`config.mk`:
```
export PLATFORM = sky130hd
export DESIGN_NAME = trdb_priority_bm
export DESIGN_NICKNAME = d
export VERILOG_FILES = /design/src/rtl/trdb_priority_bm.sv
export SDC_FILE = /design/constraint.sdc
export NUM_CORES = 1
export LEC_CHECK = 0
export BUFFER_PORTS_ARGS = -buffer_cell sky130_fd_sc_hd__buf_2
export CORE_MARGIN = 1.5
export CORE_UTILIZATION = 55
export CTS_BUF_LIST = sky130_fd_sc_hd__clkbuf_4 sky130_fd_sc_hd__clkbuf_8
export CTS_CLUSTER_SIZE = 16
export DETAILED_ROUTE_END_ITERATION = 10
export PLACE_DENSITY = 0.78
export SLEW_MARGIN = 20
export SYNTH_ARGS = -nofsm -noshare
export SYNTH_HDL_FRONTEND = slang
export SYNTH_SLANG_ARGS = --single-unit
export TNS_END_PERCENT = 10
```
`constraint.sdc`:
```
create_clock -name clk_i -period 6.8 [get_ports clk_i]
set_clock_uncertainty 0.2 [all_clocks]
set_input_delay 1.02 -clock clk_i [delete_from_list [all_inputs] [get_ports clk_i]]
set_output_delay 1.02 -clock clk_i [all_outputs]
set_load 0.005 [all_outputs]
```
`src/rtl/trdb_priority_bm.sv`:
```
// trdb_priority_bm: per-instruction packet priority, branch map and resync tracking behind a valid/ready output register.
// Optional support packets (F3 SF3) on encoder control events when TRDB_SUPPORT_PKT_EN is defined.
module trdb_priority_bm #(
    parameter int BMAP_DEPTH = 31,
    parameter int RESYNC_W = 16,
    parameter int CNT_W = $clog2(BMAP_DEPTH + 1)
) (
    input  logic                  clk_i,
    input  logic                  rst_i,
    input  logic                  valid_i,
    output logic                  ready_o,
    input  logic                  lc_exception_i,
    input  logic                  lc_updiscon_i,
    input  logic                  tc_qualified_i,
    input  logic                  tc_exception_i,
    input  logic                  tc_retired_i,
    input  logic                  tc_first_qualified_i,
    input  logic                  tc_privchange_i,
    input  logic                  tc_branch_i,
    input  logic                  tc_branch_taken_i,
    input  logic                  tc_enc_enabled_i,
    input  logic                  tc_enc_disabled_i,
    input  logic                  tc_opmode_change_i,
    input  logic                  nc_exception_i,
    input  logic                  nc_privchange_i,
    input  logic                  nc_context_change_i,
    input  logic                  nc_qualified_i,
    input  logic [RESYNC_W-1:0]   resync_max_i,
    output logic                  valid_o,
    input  logic                  ready_i,
    output logic [1:0]            packet_format_o,
    output logic [1:0]            packet_f_sync_subformat_o,
    output logic                  thaddr_o,
    output logic                  cause_mux_o,
    output logic                  tval_mux_o,
    output logic                  resync_rst_o,
    output logic [CNT_W-1:0]      branch_cnt_o,
    output logic [BMAP_DEPTH-1:0] branch_map_o
);
    localparam logic [CNT_W-1:0] FULL = CNT_W'(BMAP_DEPTH);
    logic [CNT_W-1:0] cnt_q, cnt_a;
    logic [BMAP_DEPTH-1:0] map_q, map_a;
    logic [RESYNC_W-1:0] rc_q, rc_inc;
    logic pend_q, pend_now, accept, brn, zero, pkt, clr, sup, sup_clr;
    logic thaddr, mux, rrst;
    logic [1:0] fmt, sf, f12;

`ifdef TRDB_SUPPORT_PKT_EN
    assign sup = tc_enc_enabled_i || tc_enc_disabled_i || tc_opmode_change_i;
    assign sup_clr = tc_enc_disabled_i;
`else
    logic unused_ctrl;
    assign unused_ctrl = ^{tc_enc_enabled_i, tc_enc_disabled_i, tc_opmode_change_i};
    assign sup = 1'b0;
    assign sup_clr = 1'b0;
`endif

    assign ready_o = !valid_o || ready_i;
    assign accept = valid_i && ready_o;

    always_comb begin
        brn = tc_qualified_i && tc_branch_i && (cnt_q < FULL);
        cnt_a = cnt_q + CNT_W'(brn);
        map_a = map_q | (BMAP_DEPTH'(brn && tc_branch_taken_i) << cnt_q);
        rc_inc = rc_q + RESYNC_W'(rc_q != '1);
        // resync becomes pending on the very slot that reaches the threshold
        pend_now = pend_q || ((resync_max_i != '0) && (rc_inc >= resync_max_i));
        zero = cnt_a == '0;
        f12 = zero ? 2'd2 : 2'd1;
        pkt = 1'b0;
        fmt = 2'd0;
        sf = 2'd0;
        thaddr = 1'b0;
        mux = 1'b0;
        rrst = 1'b0;
        if (sup) begin
            pkt = 1'b1;
            fmt = 2'd3;
            sf = 2'd3;
        end else if (!tc_qualified_i) begin
            pkt = 1'b0;
        end else if (lc_exception_i) begin
            {pkt, fmt, sf, thaddr, rrst} = {1'b1, 2'd3, 2'd1, 1'b1, 1'b1};
        end else if (tc_exception_i && !tc_retired_i) begin
            {pkt, fmt, sf, mux, rrst} = {1'b1, 2'd3, 2'd1, 1'b1, 1'b1};
        end else if (tc_first_qualified_i || tc_privchange_i || (pend_now && zero)) begin
            {pkt, fmt, rrst} = {1'b1, 2'd3, 1'b1};
        end else if (lc_updiscon_i) begin
            {pkt, fmt} = {1'b1, f12};
        end else if (pend_now) begin
            {pkt, fmt} = {1'b1, 2'd1};
        end else if (nc_exception_i || nc_privchange_i || nc_context_change_i || !nc_qualified_i) begin
            {pkt, fmt} = {1'b1, f12};
        end else if (cnt_a == FULL) begin
            {pkt, fmt} = {1'b1, 2'd1};
        end
        clr = pkt && (!sup || sup_clr);
    end

    always_ff @(posedge clk_i) begin
        if (rst_i) begin
            cnt_q <= '0;
            map_q <= '0;
            rc_q <= '0;
            pend_q <= 1'b0;
            valid_o <= 1'b0;
            packet_format_o <= '0;
            packet_f_sync_subformat_o <= '0;
            thaddr_o <= 1'b0;
            cause_mux_o <= 1'b0;
            tval_mux_o <= 1'b0;
            resync_rst_o <= 1'b0;
            branch_cnt_o <= '0;
            branch_map_o <= '0;
        end else begin
            if (accept) begin
                cnt_q <= clr ? '0 : cnt_a;
                map_q <= clr ? '0 : map_a;
                if (rrst) begin
                    rc_q <= '0;
                    pend_q <= 1'b0;
                end else if (tc_qualified_i && !sup) begin
                    rc_q <= rc_inc;
                    pend_q <= pend_now;
                end
            end
            if (ready_o) begin
                valid_o <= accept && pkt;
                if (accept && pkt) begin
                    packet_format_o <= fmt;
                    packet_f_sync_subformat_o <= sf;
                    thaddr_o <= thaddr;
                    cause_mux_o <= mux;
                    tval_mux_o <= mux;
                    resync_rst_o <= rrst;
                    branch_cnt_o <= cnt_a;
                    branch_map_o <= map_a;
                end
            end
        end
    end
endmodule

```
**Yosys cells after proc, flatten, opt, wreduce, memory -nomap -nowiden**

Cells that the tools add are included.

- Flip-flop bits (word level): 97
- Latch bits: 0
- Bits in writable memories: 0
- ROM bits: 0
- Input bits: 36
- Output and inout bits: 46
- Memories: 0

- $add $sub $neg: 2
- $mul: 0
- Divide/modulo/power cells: 0
- Order comparisons: 2
- Equality and inequality tests: 2
- Shift operators: 1
- Mux-type cells: 35
- Bitwise logic cells: 1
- Reductions and logical operators: 23

Operators by type and width:

| kind | count |
|---|---|
| 16-bit two-way mux | 2 |
| 31-bit two-way mux | 1 |
| 31-bit bitwise OR | 1 |
| 1-bit by 5-bit << shifter with 31-bit output | 1 |
| 1-bit two-way mux | 21 |
| 2-bit two-way mux | 10 |
| 16-bit by 1-bit adder with 16-bit output | 1 |
| 16-bit >= comparator | 1 |
| 16-bit != test (second input constant) | 1 |
| 16-bit nonzero test | 1 |
| 1-bit logical AND | 8 |
| 1-bit logical OR | 7 |
| 5-bit by 1-bit adder with 5-bit output | 1 |
| 5-bit == test (second input constant) | 1 |
| 5-bit zero test | 1 |
| 5-bit < comparator (second input constant) | 1 |
| 5-bit two-way mux | 1 |
| 2-bit AND reduction | 2 |
| 1-bit zero test | 3 |
| 2-bit nonzero test | 1 |

**Longest topological paths before layout**

- Depth in word-level cells: 14
- Gate-level depth with buffers: 21

**Least setup slack after synthesis**

OpenSTA, ideal clock, no wires.

- Path type: reg2reg
- Start point: reg rc_q[8]
- End point: reg branch_cnt_o[4]
- Library setup time: 134 ps
- Data arrival time: 4515 ps
- Data required time: 6466 ps
- Slack: 1951 ps
- Stages on the path, launching flop included: 22
- Path buffers: 3
- Period minus slack after synthesis: 4849 ps
- Cells stage by stage: dfxtp_1 -> clkbuf_1 -> and4_1 -> nand4_1 -> or4_1 -> ha_1 -> ha_1 -> nand3_1 -> nor2_1 -> nand2_1 -> nor2_1 -> xnor2_1 -> inv_1 -> ha_1 -> nand4_1 -> or4_1 -> o32a_1 -> buf_2 -> a211o_4 -> nand2_4 -> buf_4 -> a211oi_1

- Longest elaborated chain between the ends: 13
- Elaborated cells on any way between the ends: 15
- Those cells by class: add/sub: 1; order compare: 1; eq/ne: 1; mux: 6; reduce/logical: 6

Ends and longest elaborated chain:

| element | line | source |
|---|---|---|
| from (decl) | 43 | `logic [RESYNC_W-1:0] rc_q, rc_inc;` |
| from (signal assigned) | 123 | `rc_q <= rc_inc;` |
| 16-bit != test | 65 | `rc_inc = rc_q + RESYNC_W'(rc_q != '1);` |
| 16-bit by 1-bit adder with 16-bit output * | 65 |  |
| 16-bit >= comparator * | 67 | `pend_now = pend_q \|\| ((resync_max_i != '0) && (rc_inc >= resync_max_i));` |
| 1-bit logical AND * | 67 |  |
| 1-bit logical OR * | 67 |  |
| 1-bit two-way mux or 1-bit logical AND (tied branches) | 90, 86 |  |
| 1-bit two-way mux or 1-bit logical OR (tied branches) | 88, 86 |  |
| 1-bit two-way mux * | 86 | `end else if (tc_first_qualified_i \|\| tc_privchange_i \|\| (pend_now && zero)) begin` |
| 1-bit two-way mux * | 84 | `end else if (tc_exception_i && !tc_retired_i) begin` |
| 1-bit two-way mux * | 82 | `end else if (lc_exception_i) begin` |
| 1-bit two-way mux * | 80 | `end else if (!tc_qualified_i) begin` |
| 1-bit logical AND * | 129 | `if (accept && pkt) begin` |
| 2-bit AND reduction (no line) * | - |  |
| to (signal assigned) | 136 | `branch_cnt_o <= cnt_a;` |
| to (decl) | 37 | `output logic [CNT_W-1:0] branch_cnt_o,` |

Every way passes the cells marked *; elsewhere a longest branch is shown, timed or not.
A chain may end at the register's enable or synchronous reset.

**Worst setup path after layout**

- Start point: reg rc_q[8]
- End point: reg rc_q[15]

- Longest elaborated chain between the ends: 13
- Elaborated cells on any way between the ends: 15
- Those cells by class: add/sub: 1; order compare: 1; eq/ne: 1; mux: 6; reduce/logical: 6

Ends and longest elaborated chain:

| element | line |
|---|---|
| 16-bit != test | 65 |
| 16-bit by 1-bit adder with 16-bit output * | 65 |
| 16-bit >= comparator | 67 |
| 1-bit logical AND | 67 |
| 1-bit logical OR | 67 |
| 1-bit logical AND | 86 |
| 1-bit logical OR | 86 |
| 1-bit two-way mux | 86 |
| 1-bit two-way mux | 84 |
| 1-bit two-way mux | 82 |
| 1-bit two-way mux | 80 |
| 2-bit nonzero test (no line) | - |
| 2-bit AND reduction (no line) | - |

Every way passes the cells marked *; elsewhere a longest branch is shown, timed or not. The select of a mux whose other input is x is not followed.

==> impl_metrics.csv <==
group,metric,value,unit
die,die_w,96.7,um
synthesis,synth_top_area_frac,0.398,
detailed_routing,viasPerCell,6.15,
synthesis,yosysSeqAreaShare,0.398,
die,start_util,0.579,
timing,timing.final.ws_setup,732,ps
worst_setup_path,rrSetupSlack,730,ps
timing,fmax,165,MHz
timing,hold_viol_final,0,
clock_tree,clk_path_buf_depth,2,
detailed_routing,drc,0,
timing,tightest_slew,1030,ps
global_route,antenna_found_initial,0,
die,die_y,96.7,um
run,drv_cap,0,
worst_setup_path,required,6820,ps
hold_path,worstHoldPathType,"flip-flop to flip-flop",
synthesis,syn_area_per_cell,8.11,um2
worst_setup_path,crit_type,"flip-flop to flip-flop",
synthesis,ys.flop_type,"dfxtp_1",
synthesis,async_reset_ff_frac,0,
power,ir_worst_vdd,0.137,mV
place,pre_cts_ws,917,ps
cells_and_area,final_nets,699,
detailed_routing,wl_per_cell,16.7,um
die,rows,33,
place,portBuffers,77,
cells_and_area,layout_commonest_cell,"dfxtp_1",
clock_tree,cts_tree,"built",
synthesis,yosysWarnings,0,
timing,relSlewSlack,0.310,
detailed_routing,wl,12600,um
cells_and_area,area.growth.synth_to_final,11.7,%
synthesis,synth_enable_flop_cells,0,
worst_setup_path,rr_startpoint,"rc_q[8]",
synthesis,synthTopCellsByArea,"dfxtp_1, a21oi_1, ha_1",
worst_setup_path,crit_fanout,14,
global_route,grt_usage,0.269,
timing,min_period_over_period,0.892,
global_route,grt_pass1_vias,4337,
clock_tree,cts_buffers,9,
timing,fin_crit,6070,ps
clock_tree,holdBufCountCts,0,
cells_and_area,fillCellCount,752,
global_route,grt_max_degree,53,
cells_and_area,final_cell_mix,"dfxtp_1, buf_2, a21oi_1",
timing,setup_viol,0,
worst_setup_path,crit_path_start_kind,"flip-flop",
worst_setup_path,cp.arrival,6080,ps
worst_setup_path,cp-end-kind,"flip-flop",
synthesis,synth_nets,651,
clock_tree,clk_latency,370,ps
cells_and_area,drive_above_1_share,0.170,
worst_setup_path,worstReg2RegEnd,"rc_q[15]",
place,place_congestion,0.919,
clock_tree,root_buffer,"clkbuf_8",
worst_setup_path,critical_path.startpoint,"rc_q[8]",
die,ios,82,
power,p_leak,2.22,nW
die,die-area,9350,um2
cells_and_area,n_antenna_cell,0,
outcome,status,"finished, final reports clean",
clock_tree,cts_setup_buffers,0,
timing,grt_setup_unrepaired,"no",
clock_tree,cts_resized,0,
detailed_routing,drtIter0Drc,377,
timing,tns,0,ps
worst_setup_path,rr_worst_depth,18,
global_route,grt.overflow.total,0,
detailed_routing,ant_nets,0,
clock_tree,h-tree-depth,3,
place,dp_hpwl,8800,um
detailed_routing,vias,4633,
die,core,8340,um2
global_route,grt_pass1_wl,20900,um
timing,maxSlewViolCount,0,
synthesis,ys_ff_latch,96,
hold_path,hp-start,"tval_mux_o",
detailed_routing,firstDrtPassIters,5,
synthesis,yosysTopAreaCell,"dfxtp_1",
worst_setup_path,crit_path_end,"rc_q[15]",
synthesis,netlist_instances,595,
synthesis,post_synth_num_cell_types,53,
power,power_density,200,nW/um2
clock_tree,clk_pin_slew,100,ps
clock_tree,cts_sinks,96,
synthesis,syn-cell-area,4830,um2
## through the flow
stage / hold WS, ps / power, mW / cell area (um2) / util / instances
after floorplan: 238 / 0.654 / 4830 / - / 595
after global placement: 249 / 0.684 / 5180 / 0.621 / 737
after detailed placement: 256 / 0.688 / 5180 / 0.621 / 737
after CTS: 279 / 1.08 / 5390 / 0.646 / 753
after global routing: 293 / 1.12 / 5390 / 0.646 / 753
final: 278 / 1.08 / 5390 / 0.646 / 753
## critical path: stages, from the launching register on
cell     delay (ps)
dfxtp_1         470
and4_1          280
nand4_1         150
or4_1           500
ha_1            240
ha_1            250
nand3_1         270
nor2_1          140
nand2_1         150
nor2_1           80
xnor2_1         220
inv_1            90
ha_1            310
nand4_1         120
or4_1           540
o32a_1          470
a21o_1          410
o21ai_1         790
o21ai_0         210
## layout make-up
class | instances | area (um2) | area share
Multi-Input combinational cell | 426 | 2590 | 0.480
Clock inverter | 7 | 88.8 | 0.0165
Sequential cell | 96 | 1920 | 0.356
Clock buffer | 9 | 124 | 0.0230
Tap cell | 105 | 131 | 0.0244
Inverter | 26 | 97.6 | 0.0181
Timing Repair Buffer | 84 | 438 | 0.0812
## registers in the layout, indices dropped and copies added, names as in the netlist
| name | cells |
|---|---|
| valid_o | 1 |
| branch_map_o | 31 |
| map_q | 31 |
| cnt_q | 5 |
| pend_q | 1 |
| packet_f_sync_subformat_o | 1 |
| branch_cnt_o | 5 |
| tval_mux_o | 1 |
| rc_q | 16 |
| packet_format_o | 2 |
| thaddr_o | 1 |
| resync_rst_o | 1 |
## cells by family (layout without fill, tap and decap cells)
group           count (synthesis)  count (layout)  share of synthesized area
buf+inv                        73             126                     0.0661
compound gates                174             174                      0.232
simple gates                  212             212                      0.216
xor+xnor                       19              19                     0.0345
fa+ha+maj                      20              20                     0.0518
other cells                     1               1                   0.000777
flops                          96              96                      0.398
## how the worst min path moves through the flow
stage,end,slack [ps],depth (start not counted)
6_report,tval_mux_o,280,2
5_1_grt,branch_cnt_o[0],290,2
4_1_cts,map_q[26],280,2
3_5_place_dp,map_q[26],260,2
3_3_place_gp,map_q[4],250,2
2_1_floorplan,map_q[14],240,2
## synth_stat cells (all sizes together) (2+ instances only)
master   instances
nand3           27
o21ai           19
xnor2           10
o31ai            6
o211ai          12
nand2           43
a31oi           24
nor3b            7
a21oi           59
xor2             9
o21a             2
ha              20
nand2b           5
o2111ai          2
inv             26
nor3            39
and4             2
or2              2
nor2            54
nand4           13
a211oi          29
clkbuf          29
or3              2
a21o            11
and3             5
nor4             6
or4              2
dfxtp           96
buf             18
## power breakdown
group | internal [mW] | total [mW] | switching (mW)
Sequential | 0.575 | 0.581 | 0.00668
Clock | 0.179 | 0.403 | 0.224
Combinational | 0.0353 | 0.0941 | 0.0588
Total | 0.788 | 1.08 | 0.290
## layer usage
layer / share of wire / wire [um] / track usage / vias up
met5: 0 / 0 / 0 / -
met4: 0.015 / 189 / 0.0758 / 0
met3: 0.074 / 925 / 0.0535 / 16
met2: 0.46 / 5750 / 0.424 / 183
met1: 0.45 / 5690 / 0.375 / 2184
li1: - / - / - / 2250
Power figures use the tool's default switching activity.
